<file path="src/rtl/rom_word_fetcher_pkg.sv">
// Shared CPU-side constants and state encoding for the byte-wide program ROM reader.
package rom_word_fetcher_pkg;

    localparam int ROM_ADDR_W = 32;
    localparam int ROM_DATA_W = 8;
    localparam int WORD_W     = 32;
    localparam int MAX_BYTES  = WORD_W / ROM_DATA_W;

    localparam logic [ROM_ADDR_W-1:0] RESET_ADDR_DEFAULT = 32'h0000_0000;

    typedef enum logic {
        FETCH_S = 1'b0,
        HOLD_S  = 1'b1
    } fetch_state_e;

endpackage

</file>
<file path="src/rtl/rom_word_fetcher.sv">
// Fetches consecutive ROM bytes, packs them little-endian into a word and offers the word
// to the decode stage over valid/ready; a redirect restarts fetching at any byte address.
module rom_word_fetcher
    import rom_word_fetcher_pkg::*;
#(
    parameter int                     BYTES_PER_WORD = 4,
    parameter logic [ROM_ADDR_W-1:0]  RESET_ADDR     = RESET_ADDR_DEFAULT
) (
    input  logic                  clk,
    input  logic                  rst_n,
    input  logic                  fetch_en,
    input  logic                  redirect,
    input  logic [ROM_ADDR_W-1:0] redirect_addr,
    output logic [ROM_ADDR_W-1:0] rom_addr,
    input  logic [ROM_DATA_W-1:0] rom_byte,
    output logic                  word_valid,
    input  logic                  word_ready,
    output logic [WORD_W-1:0]     word,
    output logic [ROM_ADDR_W-1:0] word_addr
);

    localparam logic [1:0]            LAST_CNT  = 2'(BYTES_PER_WORD - 1);
    localparam logic [ROM_ADDR_W-1:0] ADDR_BACK = ROM_ADDR_W'(BYTES_PER_WORD - 1);

    fetch_state_e                          state_q, state_d;
    logic [ROM_ADDR_W-1:0]                 rom_addr_q, rom_addr_d;
    logic [1:0]                            cnt_q, cnt_d;
    logic [MAX_BYTES-1:0][ROM_DATA_W-1:0]  lanes_q, lanes_d;
    logic [WORD_W-1:0]                     word_q, word_d;
    logic [ROM_ADDR_W-1:0]                 word_addr_q, word_addr_d;
    logic                                  word_valid_q, word_valid_d;
    logic [WORD_W-1:0]                     assembled;

    always_comb begin
        state_d      = state_q;
        rom_addr_d   = rom_addr_q;
        cnt_d        = cnt_q;
        lanes_d      = lanes_q;
        word_d       = word_q;
        word_addr_d  = word_addr_q;
        word_valid_d = word_valid_q;
        assembled    = '0;

        // The byte arriving this cycle is merged in directly so the word completes on its last fetch.
        for (int i = 0; i < MAX_BYTES; i++) begin
            if (i < BYTES_PER_WORD) begin
                assembled[i*ROM_DATA_W +: ROM_DATA_W] = (2'(i) == cnt_q) ? rom_byte : lanes_q[i];
            end
        end

        case (state_q)
            FETCH_S: begin
                if (fetch_en) begin
                    lanes_d[cnt_q] = rom_byte;
                    rom_addr_d     = rom_addr_q + ROM_ADDR_W'(1);
                    if (cnt_q == LAST_CNT) begin
                        word_d       = assembled;
                        word_addr_d  = rom_addr_q - ADDR_BACK;
                        word_valid_d = 1'b1;
                        state_d      = HOLD_S;
                    end else begin
                        cnt_d = cnt_q + 2'd1;
                    end
                end
            end
            HOLD_S: begin
                if (word_valid_q && word_ready) begin
                    word_valid_d = 1'b0;
                    cnt_d        = '0;
                    state_d      = FETCH_S;
                end
            end
            default: state_d = FETCH_S;
        endcase

        if (redirect) begin
            rom_addr_d   = redirect_addr;
            cnt_d        = '0;
            lanes_d      = '0;
            word_valid_d = 1'b0;
            state_d      = FETCH_S;
        end
    end

    always_ff @(posedge clk or negedge rst_n) begin
        if (!rst_n) begin
            state_q      <= FETCH_S;
            rom_addr_q   <= RESET_ADDR;
            cnt_q        <= '0;
            lanes_q      <= '0;
            word_q       <= '0;
            word_addr_q  <= '0;
            word_valid_q <= 1'b0;
        end else begin
            state_q      <= state_d;
            rom_addr_q   <= rom_addr_d;
            cnt_q        <= cnt_d;
            lanes_q      <= lanes_d;
            word_q       <= word_d;
            word_addr_q  <= word_addr_d;
            word_valid_q <= word_valid_d;
        end
    end

    assign rom_addr   = rom_addr_q;
    assign word_valid = word_valid_q;
    assign word       = word_q;
    assign word_addr  = word_addr_q;

endmodule
</file>
<file path="config.mk">
export PLATFORM = sky130hd
export DESIGN_NAME = rom_word_fetcher
export DESIGN_NICKNAME = d
export VERILOG_FILES = /design/src/rtl/rom_word_fetcher_pkg.sv /design/src/rtl/rom_word_fetcher.sv
export SDC_FILE = /design/constraint.sdc
export NUM_CORES = 1
export LEC_CHECK = 0
export CAP_MARGIN = 20
export CORE_MARGIN = 2
export CORE_UTILIZATION = 51
export DETAILED_ROUTE_END_ITERATION = 8
export PLACE_DENSITY = 0.81
export SYNTH_ARGS = -nofsm -noshare
export SYNTH_HDL_FRONTEND = slang
export SYNTH_SLANG_ARGS = --single-unit
</file>
<file path="constraint.sdc">
create_clock -name clk -period 2.4 [get_ports clk]
set_clock_uncertainty 0.2 [all_clocks]
set_input_delay 0.48 -clock clk [delete_from_list [all_inputs] [get_ports clk]]
set_output_delay 0.48 -clock clk [all_outputs]
set_load 0.005 [all_outputs]
</file>
# ---- After elaboration in Yosys (flattened, before gate mapping)
# Index checks and enable logic that the tools add are counted.
dict set report totals {
  regBits 132
  in_bits 45
  word_cells 61
}
dict set report classes {
  n_addsub 3
  order_cmp 2
  eq_ne 9
  muxes 28
  bitwise 1
  n_reduce_logical 8
}
# op count
set ops {}
lappend ops {{2-to-1 mux 32 bit} 6}
lappend ops {{2-to-1 mux 8 bit} 5}
lappend ops {{adder 32 x 1 -> 32 bit (second input constant)} 1}
lappend ops {{bitwise mux 32 bit} 1}
lappend ops {{subtractor 32 x 2 -> 32 bit (second input constant)} 1}
lappend ops {{demux 8 bit (select 2 bit)} 1}
lappend ops {{inequality test 3 bit (second input constant)} 3}
lappend ops {{AND reduction 3 bit} 3}
lappend ops {{2-to-1 mux 1 bit} 8}
lappend ops {{2-to-1 mux 2 bit} 4}
lappend ops {{equality test 2 bit (first input constant)} 2}
lappend ops {{case mux 1 bit (2 select lines)} 2}
lappend ops {{case mux 2 bit (2 select lines)} 1}
lappend ops {{less-than comparator 2 x 3 -> 1 bit (second input constant)} 1}
lappend ops {{inequality test 3 x 2 -> 1 bit (second input constant)} 1}
lappend ops {{adder 2 x 1 -> 2 bit (second input constant)} 1}
lappend ops {{equality test 1 x 2 -> 1 bit (first input constant)} 1}
lappend ops {{equality test 2 bit (second input constant)} 1}
lappend ops {{>= comparator 2 x 1 -> 1 bit (second input constant)} 1}
lappend ops {{logical AND 1 bit} 2}
lappend ops {{logical NOT 2 bit} 1}
lappend ops {{inequality test 2 bit (second input constant)} 1}
lappend ops {{AND reduction 2 bit} 1}
lappend ops {{nonzero test 2 bit} 1}
lappend ops {{inverter 1 bit} 1}

# ---- Logic depth before layout (Yosys ltp)
dict set report depth {
  ltp_word 8
  mapped_depth 7
  depth_no_buf 6
}

# ---- Worst setup path after synthesis
# Ideal clock, no wire load.
dict set report synth_path {
  path_type {register to register}
  start {register rom_addr_q[0], in the netlist rom_addr[0]}
  end {register rom_addr_q[28], in the netlist rom_addr[28]}
  setup_ns 0.125
  arrival_ns 1.840
  slack_ns 0.235
  path_stages_with_launch 7
  path_buffers 0
  period_less_slack_ns 2.165
  cell_sequence {dfrtp_1 > ha_1 > nand3b_1 > nor3_4 > nand4_1 > xnor2_1 > mux2_2}
}
dict set report synth_via {
  elab_chain_len 4
}
# item line
set synth_lines {}
lappend synth_lines {{start, declared} rom_word_fetcher.sv:26} ;# logic [ROM_ADDR_W-1:0] rom_addr_q, rom_addr_d;
lappend synth_lines {{start signal, assigned} rom_word_fetcher.sv:96} ;# rom_addr_q <= rom_addr_d;
lappend synth_lines {{adder 32 x 1 -> 32 bit} rom_word_fetcher.sv:55} ;# rom_addr_d = rom_addr_q + ROM_ADDR_W'(1);
lappend synth_lines {{2-to-1 mux 32 bit} rom_word_fetcher.sv:53} ;# if (fetch_en) begin
lappend synth_lines {{2-to-1 mux 32 bit} rom_word_fetcher.sv:51} ;# case (state_q)
lappend synth_lines {{2-to-1 mux 32 bit} rom_word_fetcher.sv:76} ;# if (redirect) begin
# Every way passes these cells. The select of a mux whose other input is x is not followed.
# A chain may end at the register's enable or synchronous reset.

# ---- Worst setup path after layout
dict set report layout_path {
  start {register rom_addr_q[2], in the netlist rom_addr[2]}
  end {output port rom_addr[2]}
}
# item line
set layout_lines {}
lappend layout_lines {{end, declared} rom_word_fetcher.sv:14} ;# output logic [ROM_ADDR_W-1:0] rom_addr,
# No word-level cell between the ends.

==> results_dict.tcl <==
set metrics [dict create \
    outcome "finished, final reports clean" \
    cp-start-kind "register" \
    synth_cell_types 48 \
    nNetsFinal 872 \
    post-route-period-util 0.977 \
    portBuffers 141 \
    areaGrowthSynthToFinish_pct 37.4 \
    place_inst 970 \
    wl_mm 17.0 \
    rrSetupSlack_ns 0.13 \
    drive_above_1_share 0.132 \
    cp.arrival_ns 1.67 \
    min_delay_path_depth 2 \
    drtPass1Iterations 6 \
    grt_max_degree 94 \
    cp_max_fo 7 \
    hpwlAfterDp_mm 11.7 \
    ir_worst_vdd_uv 488 \
    die_h_um 115 \
    die_area_um2 13300 \
    syn-num-nets 725 \
    htreeDepth 4 \
    setup_tns_ns 0 \
    netlist_area_um2 6320 \
    netlist_instances 675 \
    ios 142 \
    synthFlopType "dfrtp_1" \
    clock_path_buffers 2 \
    rows 40 \
    grt_setup_unrepaired "false" \
    hold_violations 0 \
    synth_edf_count 0 \
    grt_first_pass_wirelength_mm 27.6 \
    seq_area_frac_synth 0.491 \
    postRouteAntennaNets 0 \
    finalNonFillerCells 1003 \
    ys.warnings.count 0 \
    synth_common_cells "nand2_1 (152), dfrtp_1 (124), o21ai_0 (59)" \
    synth-seq-cells 124 \
    max-cap-violations 0 \
    worstSetupPathType "register to output pin" \
    critPathCaptureType "output pin" \
    syn_avg_cell_area_um2 9.37 \
    drt_iter0_drc 347 \
    cts.clk_slew.worst_paths_ns 0.06 \
    synth-async-reset-ratio 1.00 \
    gp_congestion 0.930 \
    cts_made_buffers 17 \
    vias_per_cell 5.48 \
    tightest_slew_ns 0.599 \
    synth.top_cell.area_share 0.491 \
    slew_headroom 0.601 \
    vias 5498 \
    routedWlPerCell_um 16.9 \
    worstPathRequired_ns 1.72 \
    cts_tree "done" \
    antenna_found_initial 0 \
    cts.sinks 124 \
    first_global_vias 5736 \
    yosysMostFrequentCell "nand2_1" \
    powerDensity_nw_per_um2 772 \
    diodes 0 \
    synth_top_area_cell "dfrtp_1" \
    reg2regPathDepth 6 \
    hold_class "register to register" \
    p_leak_nw 3.56 \
    finalSetupViolations 0 \
    fmax_mhz 426 \
    cts_root_buf "clkbuf_16" \
    core_um2 12100 \
    start_util 0.524 \
    grt_use_total 0.265 \
    finalWorstPathRequiredPeriod_ns 2.35 \
    drc 0 \
    die_w_um 115 \
    insertion_delay_ns 0.42 \
    ys_top_cells_by_area "dfrtp_1 (49%), nand2_1 (9.0%), o21ai_0 (4.7%), xnor2_1 (4.3%), mux2i_1 (4.0%)" \
    fill_cells 872 \
    finalMaxSlewViolations 0 \
    overflow 0 \
]
[cell families after synthesis]
group                    synth area share
flip-flops                          0.491
multiplexers                       0.0449
XOR/XNOR                           0.0803
AND/OR/NAND/NOR                     0.231
adder cells (fa/ha/maj)           0.00989
buffers and inverters              0.0412
AO/OA/AOI/OAI                       0.102
[through the flow]
stage	instance area [um^2]	hold WS, ns	total power, mW	util	setup WS, ns
2_1_floorplan	6320	-0.0156	3.18	-	0.235
3_3_place_gp	8050	0.258	4.01	0.668	0.0488
3_5_place_dp	8050	0.262	4.06	0.668	0.00545
4_1_cts	8680	0.277	6.73	0.719	0.0458
5_1_grt	8690	0.306	6.98	0.720	0.00182
6_report	8690	0.272	6.71	0.720	0.0549
[sequential cells by signal, indices dropped and copies added, names as in the netlist]
register / count
word_valid: 1
word_addr: 32
word: 32
rom_addr: 32
state_q: 1
cnt_q: 2
lanes_q: 24
[layout make-up]
class | instances | area [um^2] | share of cell area
flip-flops and latches | 124 | 3100 | 0.357
repair buffers | 181 | 1760 | 0.202
clock inverters | 15 | 188 | 0.0216
clock buffers | 17 | 425 | 0.0490
inverters | 6 | 22.5 | 0.00259
multi-input cells | 492 | 2980 | 0.343
well taps | 168 | 210 | 0.0242
[path summary, 6_finish.rpt]
check,from,to
setup / recovery,rom_addr[2]$_DFFE_PN0P_,rom_addr[2]
hold / removal,word_addr[31]$_DFFE_PN0P_,word_addr[31]$_DFFE_PN0P_
setup reg to reg,rom_addr[7]$_DFFE_PN0P_,word_addr[24]$_DFFE_PN0P_
hold reg to reg,word_addr[31]$_DFFE_PN0P_,word_addr[31]$_DFFE_PN0P_
max in group asynchronous,rst_n,word_addr[29]$_DFFE_PN0P_
min in group asynchronous,rst_n,lanes_q[19]$_DFFE_PN0P_
[cell usage in the layout (no fill, tap or decap), drive strengths merged, types with 6 or more instances in the layout]
cell type and count:
dfrtp 124, xnor2 31, nand2 153, clkinv 6, nor4 14, mux2i 25
clkbuf 17, nor2 24, nor3 16, buf 41, a21oi 29, nand3 41
clkdlybuf4s50 139, inv 10, nand4 16, xor2 27, o21ai 81
[what timing repair did]
action	4_1_cts	5_1_grt
setup endpoints to repair	0	2
buffers inserted	0	0
hold buffers	1	0
gates resized for setup	0	2
endpoints found under the hold margin	34	0
[critical path, stage by stage, from the launching register on]
cell and delay, ns:
dfrtp_1 0.52, buf_4 0.22, clkdlybuf4s50_1 0.50
[power breakdown]
part | switching, mW | total (mW) | internal (mW)
Clock | 1.02 | 2.67 | 1.65
Combinational | 0.580 | 1.39 | 0.806
Sequential | 0.273 | 2.65 | 2.38
[routing by layer]
layer / up-vias / routed length (um) / track usage
li1: 2595 / - / -
met1: 2657 / 7080 / 0.338
met3: 28 / 1030 / 0.0590
met2: 218 / 8480 / 0.443
met5: - / 0 / 0
met4: 0 / 402 / 0.0980
Note: power is estimated with default switching activity, not from simulation.
